==> config.mk <==
export PLATFORM = sky130hd
export DESIGN_NAME = branch_predict_unit
export DESIGN_NICKNAME = d
export VERILOG_FILES = /design/src/rtl/branch_predict_unit_pkg.sv /design/src/rtl/branch_predict_unit_sat_counter.sv /design/src/rtl/branch_predict_unit.sv
export SDC_FILE = /design/constraint.sdc
export NUM_CORES = 1
export LEC_CHECK = 0
export CAP_MARGIN = 20
export CORE_MARGIN = 1
export CORE_UTILIZATION = 53
export DETAILED_ROUTE_END_ITERATION = 8
export GPL_ROUTABILITY_DRIVEN = 0
export PLACE_DENSITY = 0.81
export SKIP_CTS_REPAIR_TIMING = 1
export SYNTH_ARGS = -nofsm -noshare
export SYNTH_HDL_FRONTEND = slang
export SYNTH_SLANG_ARGS = --single-unit
export TNS_END_PERCENT = 1
==> constraint.sdc <==
create_clock -name clk -period 2.6 [get_ports clk]
set_input_delay 0.39 -clock clk [delete_from_list [all_inputs] [get_ports clk]]
set_output_delay 0.39 -clock clk [all_outputs]
set_load 0.01 [all_outputs]
==> src/rtl/branch_predict_unit_pkg.sv <==
// Shared constants for the branch predict unit: RISC-V control opcodes,
// branch funct3 codes, PC mux select encodings and the BHT counter reset value.
package branch_predict_unit_pkg;

  localparam logic [6:0] OPC_BRANCH = 7'b1100011;
  localparam logic [6:0] OPC_JAL    = 7'b1101111;
  localparam logic [6:0] OPC_JALR   = 7'b1100111;
  localparam logic [6:0] OPC_SYSTEM = 7'b1110011;

  localparam logic [2:0] F3_BEQ  = 3'b000;
  localparam logic [2:0] F3_BNE  = 3'b001;
  localparam logic [2:0] F3_BLT  = 3'b100;
  localparam logic [2:0] F3_BGE  = 3'b101;
  localparam logic [2:0] F3_BLTU = 3'b110;
  localparam logic [2:0] F3_BGEU = 3'b111;

  typedef enum logic [2:0] {
    PC_SEL_FETCH    = 3'b000,
    PC_SEL_JALR     = 3'b001,
    PC_SEL_TARGET   = 3'b010,
    PC_SEL_EXC      = 3'b011,
    PC_SEL_FALLTHRU = 3'b100
  } pc_sel_e;

  // Weakly-not-taken: one step below the taken threshold (MSB set).
  function automatic int weak_nt_val(int ctr_bits);
    return (1 << (ctr_bits - 1)) - 1;
  endfunction

endpackage

==> src/rtl/branch_predict_unit_sat_counter.sv <==
// One BHT entry: saturating up/down counter, resets to weakly-not-taken.
module branch_predict_unit_sat_counter
  import branch_predict_unit_pkg::*;
#(
  parameter int CTR_BITS = 2
) (
  input  logic                clk,
  input  logic                rst,
  input  logic                en,
  input  logic                inc,
  input  logic                dec,
  output logic [CTR_BITS-1:0] ctr
);

  localparam logic [CTR_BITS-1:0] CTR_MAX = {CTR_BITS{1'b1}};
  localparam logic [CTR_BITS-1:0] CTR_RST = CTR_BITS'(weak_nt_val(CTR_BITS));
  localparam logic [CTR_BITS-1:0] CTR_ONE = CTR_BITS'(1);

  logic [CTR_BITS-1:0] ctr_d, ctr_q;

  always_comb begin
    ctr_d = ctr_q;
    if (en && inc && (ctr_q != CTR_MAX)) begin
      ctr_d = ctr_q + CTR_ONE;
    end else if (en && dec && (ctr_q != '0)) begin
      ctr_d = ctr_q - CTR_ONE;
    end
  end

  always_ff @(posedge clk) begin
    if (rst) begin
      ctr_q <= CTR_RST;
    end else begin
      ctr_q <= ctr_d;
    end
  end

  assign ctr = ctr_q;

endmodule

==> src/rtl/branch_predict_unit.sv <==
// Execute-stage control-flow resolution plus a direct-mapped BHT for fetch prediction.
// Define BRANCH_PERF_EN to build the branch / mispredict performance counters.
module branch_predict_unit
  import branch_predict_unit_pkg::*;
#(
  parameter int XLEN        = 32,
  parameter int BHT_ENTRIES = 64,
  parameter int CTR_BITS    = 2
) (
  input  logic            clk,
  input  logic            rst,
  input  logic [XLEN-1:0] if_pc,
  output logic            if_pred_taken,
  input  logic            ex_valid,
  input  logic [XLEN-1:0] ex_pc,
  input  logic [6:0]      ex_opcode,
  input  logic [2:0]      ex_funct3,
  input  logic            ex_pred_taken,
  input  logic            cf,
  input  logic            zf,
  input  logic            vf,
  input  logic            sf,
  input  logic            ef,
  output logic [2:0]      pc_selection,
  output logic            mispredict,
  output logic [31:0]     perf_branches,
  output logic [31:0]     perf_mispredicts
);

  localparam int IDX_W = $clog2(BHT_ENTRIES);

  logic [IDX_W-1:0]    if_idx, ex_idx;
  logic [CTR_BITS-1:0] bht_ctr [BHT_ENTRIES];
  logic                br_valid, br_taken;
  logic                mispredict_d, mispredict_q;
  pc_sel_e             pc_sel;
  logic                unused_pc_bits;

  assign if_idx = if_pc[IDX_W+1:2];
  assign ex_idx = ex_pc[IDX_W+1:2];
  assign unused_pc_bits = ^{if_pc[XLEN-1:IDX_W+2], if_pc[1:0],
                            ex_pc[XLEN-1:IDX_W+2], ex_pc[1:0]};

  // Fetch reads the registered table; a same-cycle training write is not bypassed.
  assign if_pred_taken = bht_ctr[if_idx][CTR_BITS-1];

  always_comb begin
    br_valid = 1'b0;
    br_taken = 1'b0;
    if (ex_valid && (ex_opcode == OPC_BRANCH)) begin
      br_valid = 1'b1;
      case (ex_funct3)
        F3_BEQ:  br_taken = zf;
        F3_BNE:  br_taken = !zf;
        F3_BLT:  br_taken = (sf != vf);
        F3_BGE:  br_taken = (sf == vf);
        F3_BLTU: br_taken = !cf;
        F3_BGEU: br_taken = cf;
        default: br_valid = 1'b0;
      endcase
    end
  end

  assign mispredict_d = br_valid && (br_taken != ex_pred_taken);

  always_comb begin
    pc_sel = PC_SEL_FETCH;
    if (ex_valid) begin
      case (ex_opcode)
        OPC_JAL:    pc_sel = PC_SEL_TARGET;
        OPC_JALR:   pc_sel = PC_SEL_JALR;
        OPC_SYSTEM: if (ef) pc_sel = PC_SEL_EXC;
        OPC_BRANCH: if (mispredict_d) pc_sel = br_taken ? PC_SEL_TARGET : PC_SEL_FALLTHRU;
        default:    pc_sel = PC_SEL_FETCH;
      endcase
    end
  end

  assign pc_selection = pc_sel;

  for (genvar i = 0; i < BHT_ENTRIES; i++) begin : g_bht
    branch_predict_unit_sat_counter #(
      .CTR_BITS(CTR_BITS)
    ) u_ctr (
      .clk (clk),
      .rst (rst),
      .en  (br_valid && (ex_idx == IDX_W'(i))),
      .inc (br_taken),
      .dec (!br_taken),
      .ctr (bht_ctr[i])
    );
  end

  always_ff @(posedge clk) begin
    if (rst) begin
      mispredict_q <= 1'b0;
    end else begin
      mispredict_q <= mispredict_d;
    end
  end

  assign mispredict = mispredict_q;

`ifdef BRANCH_PERF_EN
  logic [31:0] perf_br_d, perf_br_q, perf_mp_d, perf_mp_q;

  always_comb begin
    perf_br_d = perf_br_q + {31'b0, br_valid};
    perf_mp_d = perf_mp_q + {31'b0, mispredict_d};
  end

  always_ff @(posedge clk) begin
    if (rst) begin
      perf_br_q <= '0;
      perf_mp_q <= '0;
    end else begin
      perf_br_q <= perf_br_d;
      perf_mp_q <= perf_mp_d;
    end
  end

  assign perf_branches    = perf_br_q;
  assign perf_mispredicts = perf_mp_q;
`else
  assign perf_branches    = 32'd0;
  assign perf_mispredicts = 32'd0;
`endif

endmodule
==> flow_summary.yaml, run 1 <==
min_path:
  hp-class: "input pin to register"
  hold_start: "rst"
timing:
  min_period_ps: 2670
  setup_tns_ps: -72.1
  worstMarginPinSlew_ps: 557
  fin_crit_sh_pct: 103
  finalClockSkew_ps: 5.49
  rsz0062_at_grt: "true"
  setup_viol: 1
  setup_slack_ps: -72.1
  maxSlewHeadroom_pct: 62.9
  slew_viol_final: 0
  hold_viol: 0
  fmax_mhz: 374
clock_network:
  cts_max_level: 4
  clk_pin_slew_worst_paths_ps: 50
  cts_tree: "done"
  clkLatencyLatePin_ps: 430
  clockRootBuffer: "clkbuf_16"
  clkSinkCount: 129
  cts-buffers-inserted: 17
  clock_path_buffers: 2
synth:
  ys_types: 59
  netlist_instances: 944
  syn_area_per_cell_um2: 8.37
  synth_edf_count: 0
  netlist_area_um2: 7900
  seq_area_frac_synth_pct: 32.7
  synth_warnings: 0
  synth-main-ff-cell: "dfxtp_1"
  synth_top_family_by_area: "compound AO/OA/AOI/OAI gates"
  synth_adder_area_share_pct: 0
  synth-simple-area-share_pct: 18.2
  synth.top_cell.area_share_pct: 32.7
  synth_xor_area_share_pct: 0.444
  ys_ff_latch: 129
  async_flop_share_pct: 0
  synth_area_leader_cell: "dfxtp_1"
  synth_compound_area_share_pct: 29.9
  synthMuxAreaShare_pct: 5.72
  synthTopCellsByArea: "dfxtp_1 (33%), buf_4 (6.1%), a21oi_1 (4.7%)"
run_status:
  failed_checks: "setup timing"
  status: "finished, violations left"
placed_design:
  dp_hpwl_um: 15400
  port_buffers: 35
finish:
  nets: 1126
  drive_gt1_share_pct: 17.9
  n_antenna_cell: 0
  fin_util_pct: 66.4
  final_common_cell: "dfxtp_1"
  mostFrequentLayoutCells: "dfxtp_1 (129), buf_4 (112), a21oi_1 (74), nand3_1 (68), conb_1 (64)"
  area_growth_pct: 22.2
routing:
  drc: 0
  vias: 8039
  first_pass_iters: 5
  antenna_left: 0
  via_per_inst: 6.49
  routed_wirelength_um: 22800
  wl_per_cell_um: 18.4
  drt_iter0_markers: 1097
global_route:
  grt_pass1_vias: 7361
  grt_pass1_wl_um: 36500
  antenna_found_initial: 0
  grt_start_max_net_pins: 53
  grt.overflow.total: 0
  grt.total_usage_pct: 30.4
power_and_ir_drop:
  ir_worst_vdd_uv: 470
  powerDensity_nw_per_um2: 523
  p_leak_nw: 3.51
setup_path:
  critPathMaxStageDelay_ps: 510
  critPathLaunchType: "input pin"
  crit_path_top_delay_cell: "clkdlybuf4s50_1"
  cp.required_ps: 2210
  crit_fanout: 15
  crit_family: "buffers and inverters"
  critPathKind: "input pin to output port"
  crit_top_cell: "a211oi_1"
  r2r-start: "g_bht[38].u_ctr.ctr[0]$_SDFFE_PP1P_"
  setup.worst_path.start: "if_pc[3]"
  arrival_ps: 2280
  crit_chain: "clkdlybuf4s50_1 > buf_12 > mux4_2 > o2111ai_2 > nand3_1 > a211oi_1 > a211oi_1 > dlymetal6s2s_1"
  worstPathBufferInverterCount: 3
  endpoint_kind: "output port"
job:
  max_cap_viol_count: 0
die:
  die_width_um: 124
  initial_core_util_pct: 54.3
  die_h_um: 124
  io_pins: 152
  fp.coreArea_um2: 14500
  dieArea_um2: 15400
  core.rowCount: 44
[routing by layer]
layer | up-vias | part of all wire, % | global-route usage, %
li1 | 3706 | - | -
met1 | 3810 | 42 | 40.6
met2 | 449 | 45 | 46.5
met3 | 74 | 9.4 | 6.36
met4 | 0 | 3.6 | 15.0
met5 | - | 0 | 0
[worst reg2reg max path, delay by kind of cell, from the launching register on]
kind            cells  cell delay [ps]
compound gates      1              160
flops               1              320
buf+inv             1               60
simple gates        1              370
[final timing paths]
path | slack (ps) | to | cells after the start
worst min register to register | 490 | g_bht[4].u_ctr.ctr[1]$_SDFFE_PP0P_ | 2
worst max-delay path | -70 | if_pred_taken | 8
worst max register to register | 1610 | g_bht[38].u_ctr.ctr[1]$_SDFFE_PP0P_ | 3
worst min-delay path | 450 | g_bht[4].u_ctr.ctr[1]$_SDFFE_PP0P_ | 2
[kinds of logic after synthesis]
group | after synthesis
mux | 30
other cells | 1
compound gates | 320
simple gates | 262
flops | 129
xor+xnor | 4
buf+inv | 198
[sequential cells by signal, indices dropped and copies added (netlist names)]
name and count:
mispredict 1, g_bht.u_ctr.ctr 128
[synthesized netlist by cell type, types with 3 or more instances]
cell / n
mux4_2: 12
o2111ai_1: 16
o21ai_1: 4
o311a_1: 11
a211oi_1: 31
o311ai_1: 3
dfxtp_1: 129
o211ai_1: 33
a21oi_1: 74
nor4_1: 23
o41ai_2: 11
buf_6: 5
buf_4: 64
a211o_1: 27
nor3_1: 21
o22ai_1: 3
nand4_1: 40
nand2_1: 25
nand2b_1: 7
or3_1: 28
a31oi_1: 6
mux2i_1: 17
a21o_1: 26
and3_1: 4
nand3_1: 68
buf_1: 4
o21ai_0: 13
inv_1: 57
nor2_1: 25
a21boi_0: 8
o31ai_1: 41
nor2b_1: 7
clkbuf_1: 66
[report_power, final]
group / switching (mW) / total [mW] / internal (mW)
Sequential: 0.00362 / 1.98 / 1.98
Combinational: 0.314 / 0.494 / 0.179
Clock: 0.871 / 2.57 / 1.69
[final cells by class]
| class | count | area [um^2] |
|---|---|---|
| clock inverter | 5 | 125 |
| tap | 184 | 230 |
| timing repair buffer | 158 | 1430 |
| inverter | 57 | 214 |
| fill | 1151 | 4880 |
| sequential | 129 | 2580 |
| clock buffer | 25 | 495 |
| multi-input combinational | 680 | 4570 |
[stage by stage]
stage	worst slack, ps	cells	total power, mW	cell area (um^2)	hold slack [ps]
after floorplan	192	1007	2.35	8140	449
after global placement	-525	1205	2.49	8970	470
after detailed placement	-542	1205	2.50	8970	477
after CTS	-554	1235	5.03	9590	433
after global routing	-107	1238	5.16	9650	466
final	-72.1	1238	5.04	9650	448
No activity file was read; power rests on OpenSTA's default activity.
==> inputs of run 2 (changes only) <==
--- a/config.mk
+++ b/config.mk
@@ -15,4 +15,3 @@
 export SYNTH_ARGS = -nofsm -noshare
 export SYNTH_HDL_FRONTEND = slang
 export SYNTH_SLANG_ARGS = --single-unit
-export TNS_END_PERCENT = 1
==> results of run 2 <==
Same layout as run 1: the final DEF is identical, and so are final timing and power.
==> inputs of run 3 (changes only) <==
--- a/config.mk
+++ b/config.mk
@@ -10,6 +10,7 @@
 export CORE_UTILIZATION = 53
 export DETAILED_ROUTE_END_ITERATION = 8
 export GPL_ROUTABILITY_DRIVEN = 0
+export MAX_ROUTING_LAYER = met4
 export PLACE_DENSITY = 0.81
 export SKIP_CTS_REPAIR_TIMING = 1
 export SYNTH_ARGS = -nofsm -noshare
==> run 3 against run 2 <==
  * The flow still finishes with violations (setup timing)
  * Final cell count did not move
  * Fmax fell by 0.12%
  * Worst hold slack improved by 10 ps
  * Core utilization barely moved
  * Combinational power barely moved
  * Sequential power barely moved
  * Register-to-register slack barely moved
  * Worst setup slack got worse by 3.3 ps
  * Largest cell class unchanged
==> flow_summary.yaml, run 3 (synthesis gave the netlist of run 1 again) <==
timing:
  fin_crit_sh_pct: 103
  finalClockSkew_ps: 5.22
  setup_slack_ps: -75.4
  slew_viol_final: 0
  min_period_ps: 2680
  maxSlewHeadroom_pct: 62.8
  worstMarginPinSlew_ps: 558
  setup_viol: 1
  fmax_mhz: 374
  hold_viol: 0
  setup_tns_ps: -75.4
  rsz0062_at_grt: "true"
  holdWs_ps: 458
routing:
  drc: 0
  antenna_left: 0
  drt_iter0_markers: 1084
  via_per_inst: 6.50
  vias: 8046
  wl_per_cell_um: 18.4
  routed_wirelength_um: 22800
  first_pass_iters: 5
job:
  max_cap_viol_count: 0
die:
  initial_core_util_pct: 54.3
  io_pins: 152
  dieArea_um2: 15400
  die_h_um: 124
  die_width_um: 124
  fp.coreArea_um2: 14500
  core.rowCount: 44
clock_network:
  clk_pin_slew_worst_paths_ps: 50
  cts_tree: "done"
  clkLatencyLatePin_ps: 430
  clock_path_buffers: 2
  clkSinkCount: 129
  cts-buffers-inserted: 17
  clockRootBuffer: "clkbuf_16"
  cts_max_level: 4
global_route:
  grt_pass1_vias: 7358
  antenna_found_initial: 0
  grt_start_max_net_pins: 53
  grt_pass1_wl_um: 36400
  grt.total_usage_pct: 31.2
  grt.overflow.total: 0
setup_path:
  critPathKind: "input pin to output port"
  arrival_ps: 2290
  endpoint_kind: "output port"
  crit_fanout: 15
  cp.required_ps: 2210
  critPathLaunchType: "input pin"
min_path:
  hp-class: "input pin to register"
finish:
  fin_util_pct: 66.4
  n_antenna_cell: 0
  mostFrequentLayoutCells: "dfxtp_1 (129), buf_4 (112), a21oi_1 (74), nand3_1 (68), conb_1 (64)"
  nets: 1126
  largest_reg_flops: 128
  drive_gt1_share_pct: 17.8
  area_growth_pct: 22.1
  final_cells: 1238
  final_common_cell: "dfxtp_1"
  fill_cells: 1152
placed_design:
  port_buffers: 35
  dp_cells: 1205
  dp_hpwl_um: 15400
run_status:
  failed_checks: "setup timing"
  status: "finished, violations left"
power_and_ir_drop:
  ir_worst_vdd_uv: 469
  finalPower_mw: 5.04
  p_leak_nw: 3.51
  powerDensity_nw_per_um2: 522
==> run 3: cell count changes in the layout (fill, tap and decap cells not counted) <==
cell	previous run	this run
mux2i_2	1	0
mux2i_1	16	17
==> run 3: path summary, 6_finish.rpt <==
path / start / endpoint / slack [ps] / cells after the start
hold reg to reg: g_bht[4].u_ctr.ctr[1]$_SDFFE_PP0P_ / g_bht[4].u_ctr.ctr[1]$_SDFFE_PP0P_ / 490 / 2
setup reg to reg: g_bht[42].u_ctr.ctr[0]$_SDFFE_PP1P_ / g_bht[42].u_ctr.ctr[1]$_SDFFE_PP0P_ / 1600 / 3
setup / recovery: if_pc[3] / if_pred_taken / -80 / 8
hold / removal: rst / g_bht[4].u_ctr.ctr[1]$_SDFFE_PP0P_ / 460 / 2
==> run 3: metal layers <==
metal	vias up	part of all wire [%]	global-route usage, %
met5	-	0	-
li1	3696	-	-
met1	3833	41	40.5
met4	0	3.9	15.0
met2	436	45	46.4
met3	81	9.6	6.27
==> run 3: layout make-up <==
type	instances	area, um^2	share of cell area (%)
well taps	184	230	2.39
repair buffers	158	1430	14.9
clock buffers	25	495	5.14
multi-input cells	680	4570	47.3
clock inverters	5	125	1.30
flip-flops and latches	129	2580	26.8
inverters	57	214	2.22
==> run 3: through the flow <==
step                setup slack, ps  area [um^2]
finish                        -75.4         9650
global route                   -108         9650
CTS                            -554         9590
detailed placement             -542         8970
global placement               -525         8970
floorplan                       192         8140
==> run 3: critical path, stage by stage <==
cell and delay, ps:
clkdlybuf4s50_1 510, buf_12 170, mux4_2 350, o2111ai_2 180, nand3_1 100, a211oi_1 230
a211oi_1 150, dlymetal6s2s_1 200
==> run 3: where the power goes <==
part	internal, mW	switching (mW)
registers	1.98	0.00342
clock network	1.69	0.867
logic	0.179	0.313
